### src/rtl/fir_coeff_reload_ctrl.sv
// ----------------------------------------------------------------------------
// fir_coeff_reload_ctrl
//   Sequences a full coefficient reload of the 4-phase FIR trigger filter:
//   pulses coeff_areset, copies 16 x 64-bit words (4 phases x 4 addresses)
//   from the slow-control bank into the FIR, optionally reads each word back
//   and compares it, then restarts the baseline sum and waits for the filter
//   to produce valid output again. While a reload runs it owns the FIR coeff_*
//   inputs, bsum_reset and the valid_in gate (valid_en).
//
// Ports
//   clk, reset_n            clock, asynchronous active-low reset
//   start, abort            begin reload (1-cycle pulse) / abandon reload
//   bank_req/idx/ack/data   coefficient bank read handshake, idx = {phase, adr}
//   coeff_areset            FIR coeff_in_areset
//   coeff_we/adr/wdata      one-hot phase write enable, address, write data
//   coeff_read              readback strobe
//   coeff_rvalid/rdata      per-phase readback valid, readback data
//   valid_en                gate ANDed with sample valid into the FIR
//   bsum_reset              FIR baseline-sum restart
//   fvalid                  FIR output valid
//   busy, done              reload in progress / 1-cycle completion pulse
//   err, err_code, err_idx  sticky error (1=verify 2=timeout 3=abort), word idx
// ----------------------------------------------------------------------------
module fir_coeff_reload_ctrl #(
    parameter int AR_LEN         = 4,
    parameter int VERIFY         = 1,
    parameter int RD_TIMEOUT     = 63,
    parameter int SETTLE_TIMEOUT = 255
) (
    input  logic        clk,
    input  logic        reset_n,
    input  logic        start,
    input  logic        abort,
    output logic        bank_req,
    output logic [3:0]  bank_idx,
    input  logic        bank_ack,
    input  logic [63:0] bank_data,
    output logic        coeff_areset,
    output logic [3:0]  coeff_we,
    output logic [1:0]  coeff_adr,
    output logic [63:0] coeff_wdata,
    output logic        coeff_read,
    input  logic [3:0]  coeff_rvalid,
    input  logic [63:0] coeff_rdata,
    output logic        valid_en,
    output logic        bsum_reset,
    input  logic        fvalid,
    output logic        busy,
    output logic        done,
    output logic        err,
    output logic [1:0]  err_code,
    output logic [3:0]  err_idx
);

    typedef enum logic [2:0] {
        IDLE, ARST, FETCH, WRITE, RDREQ, RDWAIT, BRST, SETTLE
    } state_t;

    localparam logic [1:0]  E_VERIFY  = 2'd1;
    localparam logic [1:0]  E_TIMEOUT = 2'd2;
    localparam logic [1:0]  E_ABORT   = 2'd3;
    localparam logic [15:0] AR_LAST   = 16'(AR_LEN - 1);
    localparam logic [8:0]  RD_LIM    = 9'(RD_TIMEOUT);
    localparam logic [8:0]  ST_LIM    = 9'(SETTLE_TIMEOUT);

    state_t      state;
    logic [3:0]  idx;
    logic [15:0] ar_cnt;
    logic [7:0]  tmo_cnt;

    logic [8:0]  tmo_nxt;
    logic        rv_hit;
    logic        err_hit;
    logic [1:0]  err_c;
    logic        step;

    // One extra bit so a limit of 255 is reachable from an 8-bit counter.
    assign tmo_nxt = {1'b0, tmo_cnt} + 9'd1;
    // Only the phase being verified matters; other rvalid bits are ignored.
    assign rv_hit  = coeff_rvalid[idx[1+2:2]];

    // Error detection. Abort outranks everything, including a simultaneous
    // ack/rvalid/fvalid, so it is tested first.
    always_comb begin
        err_hit = 1'b0;
        err_c   = 2'd0;
        if (state != IDLE && abort) begin
            err_hit = 1'b1;
            err_c   = E_ABORT;
        end else if (state == RDWAIT) begin
            if (rv_hit) begin
                if (coeff_rdata != coeff_wdata) begin
                    err_hit = 1'b1;
                    err_c   = E_VERIFY;
                end
            end else if (tmo_nxt == RD_LIM) begin
                err_hit = 1'b1;
                err_c   = E_TIMEOUT;
            end
        end else if (state == SETTLE) begin
            if (!fvalid && tmo_nxt == ST_LIM) begin
                err_hit = 1'b1;
                err_c   = E_TIMEOUT;
            end
        end
    end

    // Word finished: after the write when not verifying, or after a clean compare.
    assign step = ((state == WRITE) && (VERIFY == 0)) ||
                  ((state == RDWAIT) && rv_hit && !err_hit);

    always_ff @(posedge clk or negedge reset_n) begin
        if (!reset_n) begin
            state        <= IDLE;
            idx          <= 4'd0;
            ar_cnt       <= 16'd0;
            tmo_cnt      <= 8'd0;
            bank_req     <= 1'b0;
            bank_idx     <= 4'd0;
            coeff_areset <= 1'b0;
            coeff_we     <= 4'd0;
            coeff_adr    <= 2'd0;
            coeff_wdata  <= 64'd0;
            coeff_read   <= 1'b0;
            valid_en     <= 1'b1;
            bsum_reset   <= 1'b0;
            busy         <= 1'b0;
            done         <= 1'b0;
            err          <= 1'b0;
            err_code     <= 2'd0;
            err_idx      <= 4'd0;
        end else begin
            done <= 1'b0;
            if (err_hit) begin
                // idx is never advanced past 15, so a settle timeout reports 15.
                state        <= IDLE;
                err          <= 1'b1;
                err_code     <= err_c;
                err_idx      <= idx;
                busy         <= 1'b0;
                valid_en     <= 1'b1;
                coeff_areset <= 1'b0;
                coeff_we     <= 4'd0;
                coeff_read   <= 1'b0;
                bank_req     <= 1'b0;
                bsum_reset   <= 1'b0;
            end else begin
                case (state)
                    IDLE: begin
                        if (start && !abort) begin
                            state        <= ARST;
                            busy         <= 1'b1;
                            valid_en     <= 1'b0;
                            err          <= 1'b0;
                            err_code     <= 2'd0;
                            err_idx      <= 4'd0;
                            idx          <= 4'd0;
                            ar_cnt       <= 16'd0;
                            coeff_areset <= 1'b1;
                        end
                    end
                    ARST: begin
                        if (ar_cnt == AR_LAST) begin
                            coeff_areset <= 1'b0;
                            bank_req     <= 1'b1;
                            bank_idx     <= idx;
                            state        <= FETCH;
                        end else begin
                            ar_cnt <= ar_cnt + 16'd1;
                        end
                    end
                    FETCH: begin
                        if (bank_ack) begin
                            bank_req    <= 1'b0;
                            coeff_wdata <= bank_data;  // doubles as the compare reference
                            coeff_we    <= 4'b0001 << idx[3:2];
                            coeff_adr   <= idx[1:0];
                            state       <= WRITE;
                        end
                    end
                    WRITE: begin
                        coeff_we <= 4'd0;
                        if (VERIFY != 0) begin
                            coeff_read <= 1'b1;
                            coeff_adr  <= idx[1:0];
                            state      <= RDREQ;
                        end
                    end
                    RDREQ: begin
                        coeff_read <= 1'b0;
                        tmo_cnt    <= 8'd0;
                        state      <= RDWAIT;
                    end
                    RDWAIT: begin
                        if (!rv_hit) tmo_cnt <= tmo_nxt[7:0];
                    end
                    BRST: begin
                        // fvalid during the bsum_reset cycle itself is not sampled.
                        bsum_reset <= 1'b0;
                        tmo_cnt    <= 8'd0;
                        state      <= SETTLE;
                    end
                    SETTLE: begin
                        if (fvalid) begin
                            done  <= 1'b1;
                            busy  <= 1'b0;
                            state <= IDLE;
                        end else begin
                            tmo_cnt <= tmo_nxt[7:0];
                        end
                    end
                    default: state <= IDLE;
                endcase

                if (step) begin
                    if (idx == 4'd15) begin
                        bsum_reset <= 1'b1;
                        valid_en   <= 1'b1;
                        state      <= BRST;
                    end else begin
                        idx      <= idx + 4'd1;
                        bank_idx <= idx + 4'd1;
                        bank_req <= 1'b1;
                        state    <= FETCH;
                    end
                end
            end
        end
    end

endmodule

### config.mk
export PLATFORM = sky130hd
export DESIGN_NAME = fir_coeff_reload_ctrl
export DESIGN_NICKNAME = d
export VERILOG_FILES = /design/src/rtl/fir_coeff_reload_ctrl.sv
export SDC_FILE = /design/constraint.sdc
export NUM_CORES = 1
export LEC_CHECK = 0
export BUFFER_PORTS_ARGS = -buffer_cell sky130_fd_sc_hd__buf_2
export CAP_MARGIN = 20
export CORE_MARGIN = 5
export CORE_UTILIZATION = 50
export DETAILED_ROUTE_END_ITERATION = 6
export PLACE_DENSITY = 0.89
export SLEW_MARGIN = 0
export SYNTH_ARGS = -nofsm -noshare
export SYNTH_HDL_FRONTEND = slang
export SYNTH_SLANG_ARGS = --single-unit
### constraint.sdc
create_clock -name clk -period 3.3 [get_ports clk]
set_input_delay 0.495 -clock clk [delete_from_list [all_inputs] [get_ports clk]]
set_output_delay 0.495 -clock clk [all_outputs]
set_load 0.01 [all_outputs]
==> summary.txt <==
Clock network
  – Post-CTS Setup Repair Bufs: 0
  – Clock Tree Root: clkbuf_16
  – PostCTS Resize Cnt: 0
  – H-tree levels: 4
  – CTS tree: built
  – CTS clock-pin slew for the worst setup and hold paths: approximately 0.050 ns
  – CTS buffer count: 17
  – Worst-Skew Late Latency: about 0.42 ns
  – Max Root-Sink Buffers: 2
  – CTS Hold Bufs: 0
  – Num Clock Sinks: 119

Critical path
  – Setup crit end kind: flip-flop
  – Worst Setup Path Type: reg -> reg
  – Critical path data required time: approximately 3.6 ns
  – Reg2Reg Depth: 8
  – Critical path arrival: 3.32 ns
  – Critical path fanouts, max: 32
  – Setup crit start kind: flip-flop

Pwr
  – Comb pwr share: 37.8%
  – P_leak: 0.004022 µW
  – Sw frac: 34.69%
  – Power share of the clock group: a little over a quarter
  – VDD IR max: 0.5421 mV
  – P_int: 4609 µW
  – Pwr dens: ~860 mW/mm²
  – Flop pwr share: 35.9%
  – Total net switching power: 2448 µW

Synthesis
  – Syn_nets: between 600 and 700
  – Post-synth cell types: 56
  – Post-synth EDFFs: 0
  – Seq cells post-synth: ~120
  – Sequential fraction of the synthesis area: between 40 and 50%
  – Post-synth ARST share: 100.0%
  – Post-Syn Area: ~0.0063 mm²
  – Mapped Cells: approximately 550
  – Avg Synthesized Cell Area: 11.50 µm²
  – YS warnings: 0
  – Synth Flop Type: dfrtp_1

Floorplan
  – Die Ht: around 120 µm
  – IO Count: 226
  – Chip width: around 120 µm
  – Die area: 0.01494 mm²
  – CORE AREA: between 0.01 and 0.015 mm²
  – Site row count: 41
  – Starting density of the core: 50.54%

Routing
  – Post-route ant nets: 0
  – Metal-1 WL: roughly 6.6 mm
  – DRC viols: 0
  – Wire per inst: around 19 µm
  – Via count: between 5000 and 6000
  – Initial DRC Count: roughly 380
  – Vias per inst: 5.510
  – DR pass1 iterations: 5
  – DRT Wirelength: 18.42 mm
  – Max layer used: met5
  – WL met2: about 9.3 mm
  – Routed wl met3: around 1.5 mm

Place
  – Gpl congestion: slightly below 0.9
  – I/O Buffers: between 200 and 250
  – Post-DP HPWL: between 10 and 15 mm

Timing
  – Fmax achieved: roughly 330 MHz
  – Worst Skew: about 0.010 ns
  – Min cycle time layout: about 3.0 ns
  – RSZ-0062 raised after global routing: false
  – Max-slew headroom: a little under three fifths
  – Hold slack: just under 0.04 ns
  – Fin Setup TNS: 0 ns
  – Worst-margin pin slew: between 0.6 and 0.7 ns
  – Fin crit share: 90.50%
  – Final setup fails: 0
  – Final hold vios: 0
  – Max-slew violations: 0

GRT
  – Largest net degree at the start of global routing: 65
  – Vias in the first global route: approximately 5500
  – Initial antenna violation count: 1
  – First-pass GRT wire length: ~28 mm
  – GRT Total Usage: about a quarter
  – GRT Residual Overflow: 0

Finish
  – Most frequent cells in the layout: buf_2, dfrtp_1, xnor2_1
  – Nets: between 900 and 1000
  – Proportion of layout cells with a drive suffix above 1: between 40% and 50%
  – # fillers: approximately 960
  – Synth-to-Final Area Change: 30.31%
  – Commonest non-fill, non-tap cell in the layout: buf_2
  – Final antenna diode count: 0

Flow run
  – MaxCap Viol Count: 0

Run status
  – Status: complete, no violations

Hold path
  – Hold crit path type: in -> async
[power by group through the flow]
stage / clock network (µW) / registers (µW) / logic [µW]
floorplan: 0 / 2600 / 1550
finish: 1850 / 2530 / 2670
detailed placement: 0 / 2530 / 2670
CTS: 1880 / 2530 / 2690
global placement: 0 / 2510 / 2570
global route: 1950 / 2590 / 2860
[cells in the mapped netlist (all sizes together) (2+ instances only)]
cell type / instances / area [µm²]
nand2b: 5 / 31.28
o31ai: 7 / 52.55
nor2b: 3 / 18.77
a21oi: 17 / 85.08
nor2: 25 / 93.84
nor3: 15 / 80.08
xor2: 3 / 26.28
nor4: 11 / 68.82
a32oi: 2 / 17.52
nand3: 17 / 90.09
or3: 6 / 37.54
nand2: 42 / 165.2
mux2: 69 / 1002
or4: 4 / 30.03
a2bb2oi: 2 / 17.52
and2: 2 / 12.51
inv: 11 / 41.29
a22o: 3 / 26.28
a22oi: 4 / 30.03
clkbuf: 14 / 52.55
mux2i: 5 / 50.05
a21o: 2 / 15.01
nor4b: 2 / 23.77
dfrtp: 118 / 2953
a211o: 2 / 26.28
o211ai: 3 / 22.52
nand4: 23 / 143.9
and3: 3 / 18.77
ha: 4 / 50.05
buf: 10 / 91.34
xnor2: 67 / 586.8
o21ai: 29 / 145.1
and4: 2 / 17.52
or2: 2 / 12.51
[path summary, 6_finish.rpt]
| check | from | end | slack (ns) |
|---|---|---|---|
| max | coeff_wdata[14] | ar_cnt[13] | 0.31 |
| min | reset_n | ar_cnt[0] | 0.04 |
| max reg2reg | coeff_wdata[14] | ar_cnt[13] | 0.31 |
| min reg2reg | err | err | 0.47 |
| max in group asynchronous | reset_n | coeff_wdata[28] | 2.49 |
| min in group clk | bank_data[47] | coeff_wdata[47] | 0.31 |
[sequential cells by signal, summed over array words and instances (netlist names)]
name / cells
ar_cnt: 16
bank_idx: 4
bank_req: 1
bsum_reset: 1
busy: 1
coeff_adr: 2
coeff_areset: 1
coeff_read: 1
coeff_wdata: 64
coeff_we: 4
done: 1
err: 1
err_code: 2
err_idx: 4
idx: 4
state: 3
tmo_cnt: 8
valid_en: 1
[cells by family after synthesis]
group / after synthesis / synth area share, %
AND/OR/NAND/NOR: 164 / 13.66
multiplexers: 75 / 17.06
flip-flops: 119 / 47.29
AO/OA/AOI/OAI: 80 / 8.461
adder cells (fa/ha/maj): 4 / 0.7945
XOR/XNOR: 70 / 9.732
buffers and inverters: 36 / 2.999
[metrics by stage]
stage               cells  worst slack [ns]  instance area (µm²)  power [µW]  utilization (%)
detailed placement    935            0.1104                 7617        5199            61.11
global placement      935            0.1298                 7617        5082            61.11
CTS                   967            0.2826                 8209        7106            65.85
finish                967            0.3136                 8209        7058            65.85
floorplan             548            0.6222                 6300        4152                -
global route          967            0.1016                 8209        7399            65.85
[critical path, stage by stage, from the launching register on]
cell and delay [ns]:
dfrtp_1 0.40, xnor2_1 0.26, nand4_1 0.16, nor4_1 0.55, nand4_1 0.16, buf_4 0.20, a211o_4 0.47, or4_1 0.54
a21oi_1 0.15
[per-layer routing]
layer,GRT usage (%),vias up
met5,0,-
met4,12.88,2
met3,8.664,62
met2,41.77,259
met1,27.76,2569
li1,-,2436
[layout make-up]
type | count | area, µm² | area share (%)
Tap cell | 172 | 215.2 | 2.622
Inverter | 12 | 45.04 | 0.5487
Timing Repair Buffer | 239 | 1246 | 15.18
Clock buffer | 23 | 467.9 | 5.700
Clock inverter | 9 | 123.9 | 1.509
Sequential cell | 119 | 2979 | 36.29
Multi-Input combinational cell | 393 | 3132 | 38.15
No activity file was read; power rests on OpenSTA's default activity.
